[config.mk]
export PLATFORM = sky130hd
export DESIGN_NAME = transaction_sequencer
export DESIGN_NICKNAME = d
export VERILOG_FILES = /design/src/rtl/transaction_sequencer_pkg.sv /design/src/rtl/transaction_sequencer_tx_check.sv /design/src/rtl/transaction_sequencer.sv
export SDC_FILE = /design/constraint.sdc
export NUM_CORES = 1
export LEC_CHECK = 0
export ABC_AREA = 1
export BUFFER_PORTS_ARGS = -buffer_cell sky130_fd_sc_hd__clkbuf_2
export CAP_MARGIN = 10
export CORE_ASPECT_RATIO = 1.25
export CORE_MARGIN = 1.5
export CORE_UTILIZATION = 45
export CTS_CLUSTER_SIZE = 14
export DETAILED_ROUTE_END_ITERATION = 16
export PLACE_DENSITY = 0.66
export RECOVER_POWER = 100
export SLEW_MARGIN = 20
export SYNTH_ARGS = -nofsm -noshare
export SYNTH_HDL_FRONTEND = slang
export SYNTH_SLANG_ARGS = --single-unit
[constraint.sdc]
create_clock -name clock -period 2.9 [get_ports clock]
set_clock_uncertainty 0.05 [all_clocks]
set_input_delay 0.145 -clock clock [delete_from_list [all_inputs] [get_ports clock]]
set_output_delay 0.145 -clock clock [all_outputs]
set_load 0.1 [all_outputs]
[src/rtl/transaction_sequencer_pkg.sv]
// Shared definitions for the transaction sequencer: FSM state encodings,
// balance RAM addresses of both players and status codes.
package transaction_sequencer_pkg;

    typedef enum logic [3:0] {
        IDLE  = 4'd0,
        RD_S  = 4'd1,
        WT_S  = 4'd2,
        CAP_S = 4'd3,
        RD_R  = 4'd4,
        WT_R  = 4'd5,
        CAP_R = 4'd6,
        CHECK = 4'd7,
        WR_R  = 4'd8,
        WR_S  = 4'd9,
        DONE  = 4'd10,
        HOLD  = 4'd11
    } state_t;

    localparam int P1_ADDR = 0;
    localparam int P2_ADDR = 1;

    typedef enum logic [1:0] {
        ST_OK       = 2'b00,
        ST_BAD_KEY  = 2'b01,
        ST_NO_FUNDS = 2'b10,
        ST_OVERFLOW = 2'b11
    } status_t;

endpackage

[src/rtl/transaction_sequencer_tx_check.sv]
// Combinational transfer check: key, funds, overflow, and the new balances.
// BALANCE_SAT_EN: the receiver saturates instead of rejecting on overflow.
module tx_check
    import transaction_sequencer_pkg::*;
#(
    parameter int BAL_W = 8,
    parameter int KEY_W = 4
) (
    input  logic [BAL_W-1:0] bal_send,
    input  logic [BAL_W-1:0] bal_recv,
    input  logic [BAL_W-1:0] amount,
    input  logic [KEY_W-1:0] key_in,
    input  logic [KEY_W-1:0] key_ref,
    output status_t          status,
    output logic [BAL_W-1:0] new_send,
    output logic [BAL_W-1:0] new_recv
);

    logic [BAL_W:0] sum;

    assign sum      = {1'b0, bal_recv} + {1'b0, amount};
    assign new_send = bal_send - amount;

`ifdef BALANCE_SAT_EN
    assign new_recv = sum[BAL_W] ? {BAL_W{1'b1}} : sum[BAL_W-1:0];
`else
    assign new_recv = sum[BAL_W-1:0];
`endif

    // Priority order matters: the first failing check names the reject.
    always_comb begin
        status = ST_OK;
        if (key_in != key_ref)
            status = ST_BAD_KEY;
        else if (amount > bal_send)
            status = ST_NO_FUNDS;
`ifndef BALANCE_SAT_EN
        else if (sum[BAL_W])
            status = ST_OVERFLOW;
`endif
    end

endmodule

[src/rtl/transaction_sequencer.sv]
// One coin transfer between the P1/P2 balances in a 2-cycle-latency RAM.
// Build with BALANCE_SAT_EN to saturate the receiver instead of rejecting overflow.
module transaction_sequencer
    import transaction_sequencer_pkg::*;
#(
    parameter int BAL_W  = 8,
    parameter int KEY_W  = 4,
    parameter int ADDR_W = 1
) (
    input  logic              clock,
    input  logic              resetn,
    input  logic              start,
    input  logic              sender,
    input  logic [BAL_W-1:0]  amount,
    input  logic [KEY_W-1:0]  key_in,
    input  logic [KEY_W-1:0]  key_ref,
    output logic [ADDR_W-1:0] mem_addr,
    output logic [BAL_W-1:0]  mem_wdata,
    output logic              mem_we,
    input  logic [BAL_W-1:0]  mem_rdata,
    output logic              busy,
    output logic              done,
    output logic [1:0]        status
);

    state_t            state, state_next;
    logic              snd_q;
    logic [BAL_W-1:0]  amt_q, bal_s, bal_r;
    logic [KEY_W-1:0]  kin_q, kref_q;
    logic              accept, snd_sel;
    logic [ADDR_W-1:0] addr_s, addr_r;
    status_t           chk_status;
    logic [BAL_W-1:0]  new_send, new_recv;

    assign accept  = (state == IDLE) && start;
    // Outputs are registered from the next state, so the address must use the
    // sender value being latched on the accept edge.
    assign snd_sel = accept ? sender : snd_q;
    assign addr_s  = snd_sel ? ADDR_W'(P2_ADDR) : ADDR_W'(P1_ADDR);
    assign addr_r  = snd_sel ? ADDR_W'(P1_ADDR) : ADDR_W'(P2_ADDR);

    tx_check #(.BAL_W(BAL_W), .KEY_W(KEY_W)) u_check (
        .bal_send (bal_s),
        .bal_recv (bal_r),
        .amount   (amt_q),
        .key_in   (kin_q),
        .key_ref  (kref_q),
        .status   (chk_status),
        .new_send (new_send),
        .new_recv (new_recv)
    );

    always_comb begin
        state_next = state;
        case (state)
            IDLE:    if (start) state_next = RD_S;
            RD_S:    state_next = WT_S;
            WT_S:    state_next = CAP_S;
            CAP_S:   state_next = RD_R;
            RD_R:    state_next = WT_R;
            WT_R:    state_next = CAP_R;
            CAP_R:   state_next = CHECK;
            CHECK:   state_next = (chk_status == ST_OK) ? WR_R : DONE;
            WR_R:    state_next = WR_S;
            WR_S:    state_next = DONE;
            DONE:    state_next = HOLD;
            HOLD:    if (!start) state_next = IDLE;
            default: state_next = IDLE;
        endcase
    end

    always_ff @(posedge clock) begin
        if (!resetn) begin
            state     <= IDLE;
            snd_q     <= 1'b0;
            amt_q     <= '0;
            kin_q     <= '0;
            kref_q    <= '0;
            bal_s     <= '0;
            bal_r     <= '0;
            mem_addr  <= '0;
            mem_wdata <= '0;
            mem_we    <= 1'b0;
            busy      <= 1'b0;
            done      <= 1'b0;
            status    <= ST_OK;
        end else begin
            state <= state_next;
            if (accept) begin
                snd_q  <= sender;
                amt_q  <= amount;
                kin_q  <= key_in;
                kref_q <= key_ref;
            end
            if (state == CAP_S) bal_s <= mem_rdata;
            if (state == CAP_R) bal_r <= mem_rdata;

            case (state_next)
                RD_S, WT_S, CAP_S, WR_S:   mem_addr <= addr_s;
                RD_R, WT_R, CAP_R, WR_R:   mem_addr <= addr_r;
                default:                   mem_addr <= mem_addr;
            endcase
            mem_we    <= (state_next == WR_R) || (state_next == WR_S);
            mem_wdata <= (state_next == WR_R) ? new_recv :
                         (state_next == WR_S) ? new_send : '0;
            busy      <= !(state_next inside {IDLE, DONE, HOLD});
            done      <= (state_next == DONE);

            if (accept)
                status <= ST_OK;
            else if (state == CHECK)
                status <= chk_status;
        end
    end

endmodule

# Yosys cells after proc, flatten, opt, wreduce, memory -nomap -nowiden
# Index checks and enable logic that the tools add are counted.
# W data, S select, Z words.
dict set report totals {
  mem_bits_ro 0
  latch_bits 0
  memories 0
  ramBits 0
  ff_bits 51
  word_cells 63
  out_inout_bits 14
}
dict set report classes {
  div_mod_pow 0
  bitwise_logic 1
  multipliers 0
  muxes 13
  n_addsub 2
  n_eq_ne 22
  n_lt_le_gt_ge 1
  n_shift 0
  n_reduce_logical 11
}
# cell n
set ops {}
lappend ops {{$pmux W4 S12} 1}
lappend ops {{$eq A4 B4 Y1 const B} 8}
lappend ops {{$eq A4 B3 Y1 const B} 7}
lappend ops {{$eq A4 B2 Y1 const B} 4}
lappend ops {{$mux W8} 2}
lappend ops {{$add A8 B8 Y9} 1}
lappend ops {{$eq A4 B1 Y1 const B} 2}
lappend ops {{$gt A8 B8 Y1} 1}
lappend ops {{$logic_not A4 Y1} 2}
lappend ops {{$mux W2} 4}
lappend ops {{$mux W4} 2}
lappend ops {{$reduce_or A4 Y1} 2}
lappend ops {{$sub A8 B8 Y8} 1}
lappend ops {{$ne A4 B4 Y1} 1}
lappend ops {{$mux W1} 3}
lappend ops {{$reduce_bool A3 Y1} 1}
lappend ops {{$logic_not A2 Y1} 1}
lappend ops {{$pmux W1 S2} 1}
lappend ops {{$reduce_bool A2 Y1} 1}
lappend ops {{$reduce_or A2 Y1} 1}
lappend ops {{$logic_and A1 B1 Y1} 1}
lappend ops {{$logic_not A1 Y1} 1}
lappend ops {{$logic_or A1 B1 Y1} 1}
lappend ops {{$not A1 Y1} 1}

# Logic depth before layout (Yosys ltp)
# Gate-level depths: netlist (run 1).
dict set report logic_depth {
  depth_word 10
  ltp_mapped 16
  mapped_depth_nobuf 16
}

# Modules after synthesis
# A second synthesis (run 1) with hierarchy kept.
dict set report hier_totals {
  hier_cells 405
  hier_area_um2 2760.1
}
# mod area_each_um2 cells_per_inst seq_area_each_um2 n_inst
set by_module_without_submodules {}
lappend by_module_without_submodules {transaction_sequencer 1930.6 260 1021.0 1}
lappend by_module_without_submodules {tx_check 829.5 145 0.0 1}

# Least setup slack after synthesis (run 1)
# OpenSTA, ideal clock, no wires.
dict set report synth_timing {
  path_kind {register -> register}
  startpoint {register amt_q[0]}
  endpoint {register mem_wdata[2]}
  setup_ns 0.070
  stages_incl_launch_ff 14
  arrival_time_ns 1.871
  t_required_ns 2.780
  period_less_slack_ns 1.992
  path_buffers 0
  slack_ns 0.908
  cell_sequence {dfxtp_1 -> ha_1 -> fa_1 -> nand2_1 -> nand2_1 -> nand2_2 -> nor2_2 -> nor2_2 -> nand2_1 -> a21oi_2 -> nand2_2 -> nor2_8 -> nand4_1 -> a21oi_1}
}
dict set report synth_via {
  elab_chain_len 10
  word_cells_on_any_way 13
  cone_classes {add/sub (2); order compare (1); eq/ne (2); mux (7); reduce/logical (1)}
}
# item line
set synth_rtl {}
lappend synth_rtl {{from (decl)} transaction_sequencer.sv:28} ;# logic [BAL_W-1:0] amt_q, bal_s, bal_r;
lappend synth_rtl {{from (signal assigned)} transaction_sequencer.sv:91} ;# amt_q <= amount;
lappend synth_rtl {{$add A8 B8 Y9} transaction_sequencer_tx_check.sv:21} ;# assign sum = {1'b0, bal_recv} + {1'b0, amount};
lappend synth_rtl {{$mux W2} transaction_sequencer_tx_check.sv:38} ;# else if (sum[BAL_W])
lappend synth_rtl {{$mux W2} transaction_sequencer_tx_check.sv:35} ;# else if (amount > bal_send)
lappend synth_rtl {{$mux W2} transaction_sequencer_tx_check.sv:33} ;# if (key_in != key_ref)
lappend synth_rtl {{$logic_not A2 Y1} transaction_sequencer.sv:63} ;# CHECK: state_next = (chk_status == ST_OK) ? WR_R : DONE;
lappend synth_rtl {{$mux W2} transaction_sequencer.sv:63}
lappend synth_rtl {{$pmux W4 S12} transaction_sequencer.sv:55} ;# case (state)
lappend synth_rtl {{$eq A4 B4 Y1} transaction_sequencer.sv:105} ;# (state_next == WR_S) ? new_send : '0;
lappend synth_rtl {{$mux W8} transaction_sequencer.sv:105}
lappend synth_rtl {{$mux W8 (*)} transaction_sequencer.sv:104} ;# mem_wdata <= (state_next == WR_R) ? new_recv :
lappend synth_rtl {{to (signal assigned)} transaction_sequencer.sv:104}
lappend synth_rtl {{to (decl)} transaction_sequencer.sv:18} ;# output logic [BAL_W-1:0] mem_wdata,
# Mark *: on every way between the ends. The rest lies on a longest branch, timed or not.
# A chain may end at the register's enable or synchronous reset.

# Final worst setup path (run 1)
dict set report layout_timing {
  startpoint {register amt_q[0]}
  endpoint {register mem_wdata[5]}
}
# The elaborated chain is that of the path after synthesis.

==> results.cfg, run 1 <==
[worst_hold_path]
min_path_type = input port to flip-flop
hold_depth = 3

[pwr]
seq_power_share_pct = 41.4
power.share.switching_pct = 32.9
p_sw_uw = 628
power_leakage_uw = 0.00142
powerDensity_mw_per_mm2 = 623
pwr-share-comb_pct = 26.9
ir_worst_vdd_mv = 0.381
clock_power_share_pct = 31.7
intPower_uw = 1280

[place]
place_inst = 480
place_area_mm2 = 0.00295
place_congestion = 0.878
io_buffers = 41
hpwl_um = 4540

[worst_setup_path]
critPathKind = flip-flop to flip-flop
crit_arrival_ns = 2.53
crit_required_ns = 3.09
start_kind = flip-flop
worstSetupEndpoint = mem_wdata[5]
r2r-start = amt_q[0]
cp-end-kind = flip-flop
r2r_cells = 13
reg2reg_setup_slack_ns = 0.56
crit_start = amt_q[0]
rr_endpoint = mem_wdata[5]
cp_max_fo = 9

[timing]
hold_ws_ns = 0.0470
relSlewSlack_pct = 22.6
rsz0062_at_grt = no
max_freq_mhz = 428
worstMarginPinSlew_ns = 1.17
hold_violations = 0
slew_violations = 0
finalSetupTns_ns = 0
post-route-min-period_ns = 2.34
finalSetupViolCount = 0
period_share_pct = 80.6

[logic_synthesis]
yosys_warnings = 0
synth-xor-area-share_pct = 1.63
ys_seq_area_share_pct = 38.0
synth_mux_area_share_pct = 0
synth_top_family_by_area = simple AND/OR/NAND/NOR gates
synth-simple-area-share_pct = 26.2
ys_types = 29
syn_area_mm2 = 0.00269
synth_compound_area_share_pct = 16.4
async_reset_ff_share_pct = 0
synth_edf_count = 0
syn_avg_cell_area_um2 = 7.05
syn_inst = 381
syn_nets = 427
synth_adder_area_share_pct = 8.95
ys_ff_latch = 51
synth_ff_type = dfxtp_1

[global_routing]
grt_start_max_net_pins = 38
overflow = 0
antenna_found_initial = 0
grt_usage_pct = 19.7
grt_pass1_vias = 2294
grt_pass1_wl_um = 10100

[routing]
post_drt_wl_per_cell_um = 11.8
drt_wl_total_um = 5780
drc = 0
drt-initial-drc-count = 154
ant_nets = 0
num_vias = 2422
avgViaCountPerCell = 4.96
first_pass_iters = 4

[floorplan]
initial_core_util_pct = 46.5
core_area_mm2 = 0.00578
io_pins = 42
die_y_um = 89.4
die_area_mm2 = 0.00644
rows = 31
dieWidth_um = 72.1

[clock_network]
cts_setup_buffers = 0
clkSinkCount = 51
cts_htree_levels = 2
clk_pin_slew_ns = 0.10
insertion_delay_ns = 0.31
root_buffer = clkbuf_8
cts_buffer_depth = 2
cts_tree = done
numCtsBuffers = 5
postCtsResizedCells = 0
ctsHoldBuffers = 0

[layout]
instances_no_fill = 488
fillers = 587
fin_area_mm2 = 0.00306
drive_gt1_share_pct = 12.1
diodes = 0
final_nets = 467
syn_to_final_growth_pct = 13.9

[job]
cap_viol_max_count = 0

[status]
status = complete, no violations
[critical path, stage by stage (launching register included)]
cell and delay [ns]:
dfxtp_1 0.34, ha_1 0.23, fa_1 0.38, nand2_1 0.09, nand2_1 0.09, nand2_2 0.09
nor2_1 0.05, nor2_2 0.07, nand2_1 0.08, a21oi_1 0.17, nand2_1 0.20, nor2_8 0.19
nand4_1 0.09, a21oi_1 0.14
[cell usage in the layout (no fill, tap or decap), drive strengths merged]
cell / synthesis / layout
a211oi: 1 / 1
a21oi: 38 / 38
a31oi: 2 / 2
buf: 2 / 1
bufinv: 0 / 2
clkbuf: 8 / 47
dfxtp: 51 / 51
fa: 2 / 2
ha: 16 / 16
inv: 52 / 53
nand2: 71 / 71
nand3: 17 / 17
nand4: 5 / 5
nor2: 54 / 54
nor3: 2 / 2
o211ai: 3 / 3
o21ai: 38 / 38
o22ai: 1 / 1
o311ai: 1 / 1
or2: 12 / 12
xnor2: 2 / 2
xor2: 3 / 3
[cells in the mapped netlist (2+ instances only)]
cell type	number	area, µm²
nor2_2	2	12.5
xnor2_1	2	17.5
o211ai_1	3	22.5
nand4_1	5	31.3
nor3_1	2	10.0
or2_2	11	68.8
a21oi_1	37	185
nor2_1	51	191
nand2_2	2	12.5
o21ai_0	37	185
dfxtp_1	51	1020
a31oi_1	2	12.5
clkbuf_1	8	30.0
ha_1	16	200
nand3_1	17	85.1
nand2_1	68	255
xor2_1	3	26.3
fa_1	2	40.0
inv_1	52	195
[power by group through the flow]
stage / sequential (µW) / clock [µW] / combinational, µW
CTS: 789 / 614 / 521
finish: 789 / 605 / 512
global placement: 803 / 0 / 514
global route: 796 / 639 / 591
floorplan: 857 / 0 / 356
detailed placement: 805 / 0 / 518
[worst min path at each step]
stage	start	to	slack [ns]
after global placement	mem_rdata[4]	bal_s[4]	0.36
after CTS	mem_rdata[3]	bal_r[3]	0.04
after detailed placement	mem_rdata[3]	bal_r[3]	0.37
after floorplan	mem_rdata[0]	bal_r[0]	0.26
final	mem_rdata[3]	bal_r[3]	0.05
after global routing	mem_rdata[4]	bal_r[4]	0.05
[through the flow]
| step | setup slack (ns) | total power [µW] | util, % |
|---|---|---|---|
| 6_report | 0.563 | 1910 | 52.9 |
| 5_1_grt | 0.241 | 2030 | 52.9 |
| 4_1_cts | 0.680 | 1930 | 53.5 |
| 3_5_place_dp | 0.705 | 1320 | 51.0 |
| 3_3_place_gp | 0.771 | 1320 | 51.0 |
| 2_1_floorplan | 0.908 | 1210 | - |
[flip-flops by register name (all words and copies together), names as in the netlist, 2 cells and up]
signal	cells
amt_q	8
bal_r	8
bal_s	8
mem_wdata	8
kin_q	4
kref_q	4
state	4
status	2
[metal layers]
layer | global-route usage, % | wire [µm] | vias to the layer above
li1 | - | - | 1308
met1 | 26.2 | 2820 | 1058
met2 | 33.2 | 2670 | 50
met3 | 3.49 | 209 | 6
met4 | 4.97 | 74 | 0
met5 | 0 | 0 | -
[cell type report]
cell class / instances / area (µm²) / share of cell area (%)
Clock buffer: 5 / 68.8 / 2.25
Clock inverter: 3 / 71.3 / 2.33
Inverter: 52 / 195 / 6.38
Multi-Input combinational cell: 268 / 1420 / 46.5
Sequential cell: 51 / 1020 / 33.4
Tap cell: 66 / 82.6 / 2.70
Timing Repair Buffer: 43 / 199 / 6.50
[cells by family (layout without fill, tap and decap cells)]
family,after synthesis,count (layout)
xor+xnor,5,5
buf+inv,62,103
flops,51,51
simple gates,161,161
fa+ha+maj,18,18
compound gates,84,84
Power figures use the tool's default switching activity.
==> run 2: changes to the inputs <==
- PLACE_DENSITY: 0.66 -> 0.68
- clock period: 2.9 -> 1.95 ns (I/O delays scaled with it)
==> run 2 against run 1 <==
The run now ends with setup timing left. Count of clock-buffer cells in the layout grew 1. Global-route usage shrank 0.13 points. Wire length grew 6.2%. Sequential power grew 50%. First-iteration DRC count shrank 38%. Clock power grew 18%. Non-clock buffer count grew 34. Largest cell class unchanged. Via count grew 4.7%. Worst hold slack lost 0.030 ns. Register-to-register slack lost 0.65 ns. Sequential share of layout area shrank 3.2 points. Cell area grew 11%.
==> results.cfg, run 2 (synthesis results as in run 1) <==
[worst_hold_path]
min_path_type = input port to flip-flop
min_from = mem_rdata[1]

[worst_setup_path]
worstSetupEndpoint = mem_wdata[5]
cp_max_fo = 5
r2r_cells = 13
start_kind = flip-flop
slowest_stage = dfxtp_2
r2r-start = amt_q[0]
max_stage_delay_ns = 0.35
rr_endpoint = mem_wdata[5]
reg2reg_setup_slack_ns = -0.09
crit_start = amt_q[0]
crit_required_ns = 2.13
crit_arrival_ns = 2.21
cp-end-kind = flip-flop
critPathKind = flip-flop to flip-flop
cpMostUsedCell = nand2_2
crit_chain = ha_4 -> fa_2 -> nand2_2 -> nand2_2 -> nand2_2 -> nor2_2 -> nor2_2 -> nand2_2 -> a21oi_4 -> nand2_4 -> nor2_8 -> nand4_1 -> a21oi_1

[clock_network]
clk_pin_slew_ns = 0.09
root_buffer = clkbuf_8
insertion_delay_ns = 0.30
clkSinkCount = 51
cts_htree_levels = 2
numCtsBuffers = 5
cts_tree = done
ctsHoldBuffers = 0
cts_buffer_depth = 2

[floorplan]
rows = 31
die_area_mm2 = 0.00644
io_pins = 42
core_area_mm2 = 0.00578
die_y_um = 89.4
initial_core_util_pct = 46.5
dieWidth_um = 72.1

[global_routing]
grt_start_max_net_pins = 32
overflow = 0
grt_pass1_wl_um = 9970
grt_pass1_vias = 2231
antenna_found_initial = 0
grt_usage_pct = 19.6

[place]
place_inst = 505
hpwl_um = 4750
place_congestion = 0.921
io_buffers = 41

[pwr]
seq_power_share_pct = 40.5
power_leakage_uw = 0.00158
power.share.switching_pct = 33.8
powerDensity_mw_per_mm2 = 855
ir_worst_vdd_mv = 0.495
p_sw_uw = 982
intPower_uw = 1930
clock_power_share_pct = 24.6
pwr-share-comb_pct = 34.9

[timing]
worstMarginPinSlew_ns = 1.17
period_share_pct = 104
finalSetupTns_ns = -0.646
rsz0062_at_grt = yes
max_freq_mhz = 491
hold_violations = 0
post-route-min-period_ns = 2.04
setup_slack_ns = -0.0869
relSlewSlack_pct = 22.2
finalSetupViolCount = 11
slew_violations = 0

[layout]
drive_gt1_share_pct = 24.6
final_common_cell = nand2_1
diodes = 0
final_util_pct = 58.9
instances_no_fill = 522
mostFrequentLayoutCells = nand2_1 (61), inv_1 (51), nor2_1 (49)
syn_to_final_growth_pct = 26.7
final_nets = 502

[status]
failed_checks = setup timing
status = finished, violations left

[routing]
post_drt_wl_per_cell_um = 11.8
drt-initial-drc-count = 95
drc = 0
ant_nets = 0
drt_wl_total_um = 6140
num_vias = 2535
avgViaCountPerCell = 4.86
first_pass_iters = 4

[job]
cap_viol_max_count = 0
## run 2: cell count changes in the layout (fill, tap and decap cells not counted), sizes merged
cell    change
nor2        +1
buf        +32
inv         -1
bufinv      -1
clkbuf      +3
## run 2: layout make-up
cell class	instances	area (µm²)
Clock buffer	6	72.6
Clock inverter	1	30.0
Fill cell	566	2380
Inverter	52	198
Multi-Input combinational cell	269	1540
Sequential cell	51	1030
Tap cell	66	82.6
Timing Repair Buffer	77	455
## run 2: worst min-delay path by stage
stage / to / slack [ns] / cells after the start
2_1_floorplan: bal_r[0] / 0.21 / 2
3_3_place_gp: bal_s[5] / 0.32 / 3
3_5_place_dp: bal_s[6] / 0.32 / 3
4_1_cts: bal_s[6] / 0.008 / 3
5_1_grt: bal_s[6] / 0.01 / 3
6_report: bal_s[1] / 0.02 / 3
## run 2: metrics by stage
step	worst slack, ns	power, µW	area (µm²)	hold WS, ns
after global routing	-0.243	3090	3400	0.0148
final	-0.0869	2910	3400	0.0173
after CTS	-0.0737	2890	3380	0.00831
after global placement	-0.123	2070	3160	0.317
after floorplan	-0.0113	1810	2710	0.214
after detailed placement	-0.171	2080	3160	0.323
## run 2: what timing repair did
item,CTS,global route
endpoints found under the setup margin,13,15
hold endpoints to repair,0,0
cloned,1,0
pin swaps,9,5
resized for setup,16,11
setup buffers,7,3
## run 2: routing by layer
| layer | part of all wire, % | vias to the layer above | global-route usage (%) |
|---|---|---|---|
| met2 | 47 | 52 | 33.8 |
| met4 | 1.4 | 0 | 5.32 |
| met1 | 48 | 1097 | 25.4 |
| met5 | 0 | - | 0 |
| li1 | - | 1378 | - |
| met3 | 3.1 | 8 | 3.04 |
## run 2: worst max-delay path: cells and delay by family, from the launching register on
family	cells	cell delay (ns)
AND/OR/NAND/NOR	9	0.75
adder cells (fa/ha/maj)	2	0.51
flip-flops	1	0.35
AO/OA/AOI/OAI	2	0.30
## run 2: power groups by stage
stage          Combinational [µW]  Sequential (µW)  Clock, µW
2_1_floorplan                 533             1280          0
3_3_place_gp                  874             1200          0
3_5_place_dp                  880             1200          0
4_1_cts                       980             1180        733
5_1_grt                      1130             1190        774
6_report                     1010             1180        716
==> run 3: changes to the inputs <==
- ABC_AREA: 1 -> unset
==> run 3 against run 2 <==
Die area up 4.2%. First-iteration DRC count down 12%. Wire length up 14%. Via count up 3.1%. Cell area up 9.5%. The flow still finishes with violations (setup timing). Critical path depth down 4. Area after synthesis up 4.3%. Combinational power down 35%. Clock power up 7.3%. Synthesized cell count down 14%. Critical path type unchanged.
==> results.cfg, run 3 <==
[status]
status = finished, violations left
failed_checks = setup timing

[floorplan]
core_area_mm2 = 0.00590
io_pins = 42
dieWidth_um = 73.6
rows = 31
die_area_mm2 = 0.00671
die_y_um = 91.2
initial_core_util_pct = 47.5

[pwr]
powerDensity_mw_per_mm2 = 689
p_total_uw = 2570
power_leakage_uw = 0.00149
ir_worst_vdd_mv = 0.692

[worst_setup_path]
crit_chain = ha_4 -> fa_2 -> a211oi_2 -> o21ai_1 -> a31o_2 -> nor4_4 -> buf_6 -> nand2_4 -> o22ai_2
cp_max_fo = 7
max_stage_delay_ns = 0.37
crit_arrival_ns = 2.39
reg2reg_setup_slack_ns = -0.24
slowest_stage = dfxtp_4
r2r_cells = 9
start_kind = flip-flop
r2r-start = amt_q[0]
crit_required_ns = 2.14
critPathKind = flip-flop to flip-flop
rr_endpoint = mem_wdata[6]
cp-end-kind = flip-flop

[layout]
final_nets = 470
final_util_pct = 63.2
drive_gt1_share_pct = 22.6
diodes = 0
multi_input_area_mm2 = 0.00175
syn_to_final_growth_pct = 33.1
final_common_cell = nand2_1
fillers = 529
mostFrequentLayoutCells = nand2_1 (63), dfxtp_1 (49), buf_4 (33)
seqCellArea_mm2 = 0.00103
instances_no_fill = 507

[logic_synthesis]
yosysTopAreaCellShare_pct = 36.4
syn_area_mm2 = 0.00280
syn_avg_cell_area_um2 = 8.54
synth_edf_count = 0
synth.area.top_cells = dfxtp_1 (36%), nand2_1 (8.4%), ha_1 (7.1%)
synth_ff_type = dfxtp_1
ys_types = 51
syn_inst = 328
ys_seq_area_share_pct = 36.4
async_reset_ff_share_pct = 0
synth_most_common_cell = nand2_1
syn_nets = 374
yosys_warnings = 0
netlist_top_cells_count = nand2_1 (63), dfxtp_1 (51), a21boi_0 (25), nor2b_1 (17), ha_1 (16)
ys_ff_latch = 51
yosysTopAreaCell = dfxtp_1

[timing]
post-route-min-period_ns = 2.19
hold_ws_ns = 0.00714
max_freq_mhz = 456
slew_violations = 0
rsz0062_at_grt = yes
relSlewSlack_pct = 22.6
finalSetupViolCount = 15
setup_slack_ns = -0.244
period_share_pct = 113
hold_violations = 0
worstMarginPinSlew_ns = 1.17

[place]
dp_slack_ns = -0.222
place_congestion = 0.931
io_buffers = 41
place_inst = 476
hpwl_um = 4930

[global_routing]
grt_pass1_wl_um = 11900
grt_start_max_net_pins = 44
overflow = 0
antenna_found_initial = 0
grt_pass1_vias = 2658
grt_usage_pct = 22.7

[routing]
ant_nets = 0
drt-initial-drc-count = 84
post_drt_wl_per_cell_um = 13.8
first_pass_iters = 4
drc = 0
avgViaCountPerCell = 5.15
num_vias = 2613
drt_wl_total_um = 7000

[clock_network]
cts_buffer_depth = 2
root_buffer = clkbuf_8
clkSinkCount = 51
insertion_delay_ns = 0.31
cts_htree_levels = 2
numCtsBuffers = 5
clk_pin_slew_ns = 0.10
cts_tree = done

[worst_hold_path]
hold_depth = 3
hold_end = bal_s[7]
min_from = mem_rdata[7]
min_path_type = input port to flip-flop

[job]
cap_viol_max_count = 0
[run 3: cell types whose count changed after synthesis, moves of 6 or more]
cell,before,now
nand3_1,17,8
o21a_1,0,7
mux2i_1,0,10
xnor2_1,2,8
nor2b_1,0,17
a21boi_0,0,25
or2_2,11,1
nor2_1,51,15
a21oi_1,37,8
o21ai_0,37,10
inv_1,52,10
[run 3: logic make-up after synthesis]
| family | Yosys count | share of synthesized area, % |
|---|---|---|
| and+or+nand+nor | 126 | 21.5 |
| DFF | 51 | 36.4 |
| AOI/OAI and AO/OA | 83 | 21.6 |
| buffers and inverters | 25 | 3.48 |
| adders and majority gates | 18 | 8.58 |
| muxes | 11 | 3.98 |
| xor gates and xnor gates | 14 | 4.38 |
[run 3: repair_timing]
| item | 4_1_cts | 5_1_grt |
|---|---|---|
| endpoints found under the hold margin | 22 | 0 |
| endpoints found under the setup margin | 15 | 15 |
| hold buffers | 22 | 0 |
| pin swaps | 0 | 4 |
| gates resized for setup | 7 | 6 |
| buffers inserted | 0 | 1 |
[run 3: worst max-delay path by stage]
stage	end	start	slack (ns)	cells past startpoint
floorplan	mem_wdata[6]	amt_q[0]	-0.09	8
finish	mem_wdata[6]	amt_q[0]	-0.24	9
detailed placement	mem_addr	amt_q[0]	-0.22	8
global route	mem_wdata[6]	amt_q[0]	-0.35	9
global placement	mem_addr	amt_q[0]	-0.22	8
CTS	mem_wdata[1]	amt_q[0]	-0.24	10
[run 3: critical path, delay by kind of cell (launching register included)]
kind | cells | cell delay (ns)
DFF | 1 | 0.37
adders and majority gates | 2 | 0.53
buffers and inverters | 1 | 0.19
AOI/OAI and AO/OA | 4 | 0.77
and+or+nand+nor | 2 | 0.21
[run 3: power breakdown]
group	leakage, µW	internal (µW)	switching (µW)	total [µW]
Clock	0.0000587	390	378	768
Combinational	0.00101	304	356	660
Sequential	0.000416	1090	49.4	1140
Total	0.00149	1780	784	2570
[run 3: metrics by stage]
stage | instance area, µm² | TNS, ns
floorplan | 2830 | -0.879
global placement | 3380 | -2.53
detailed placement | 3380 | -2.88
CTS | 3740 | -3.12
global route | 3730 | -4.61
finish | 3730 | -2.79
[run 3: area by class of cell]
| type | count | share of cell area (%) |
|---|---|---|
| timing repair buffer | 104 | 18.6 |
| clock inverter | 3 | 1.28 |
| tap | 82 | 2.75 |
| inverter | 10 | 1.01 |
| clock buffer | 5 | 1.85 |
| multi-input combinational | 252 | 47.0 |
| sequential | 51 | 27.5 |
[run 3: layer usage]
layer  global-route usage, %  routed length [µm]  vias to the layer above
met1                    26.5                3000                     1219
met4                    6.94                 116                        0
met5                       0                   0                        -
met2                    40.8                3660                       56
li1                        -                   -                     1329
met3                    4.22                 234                        9
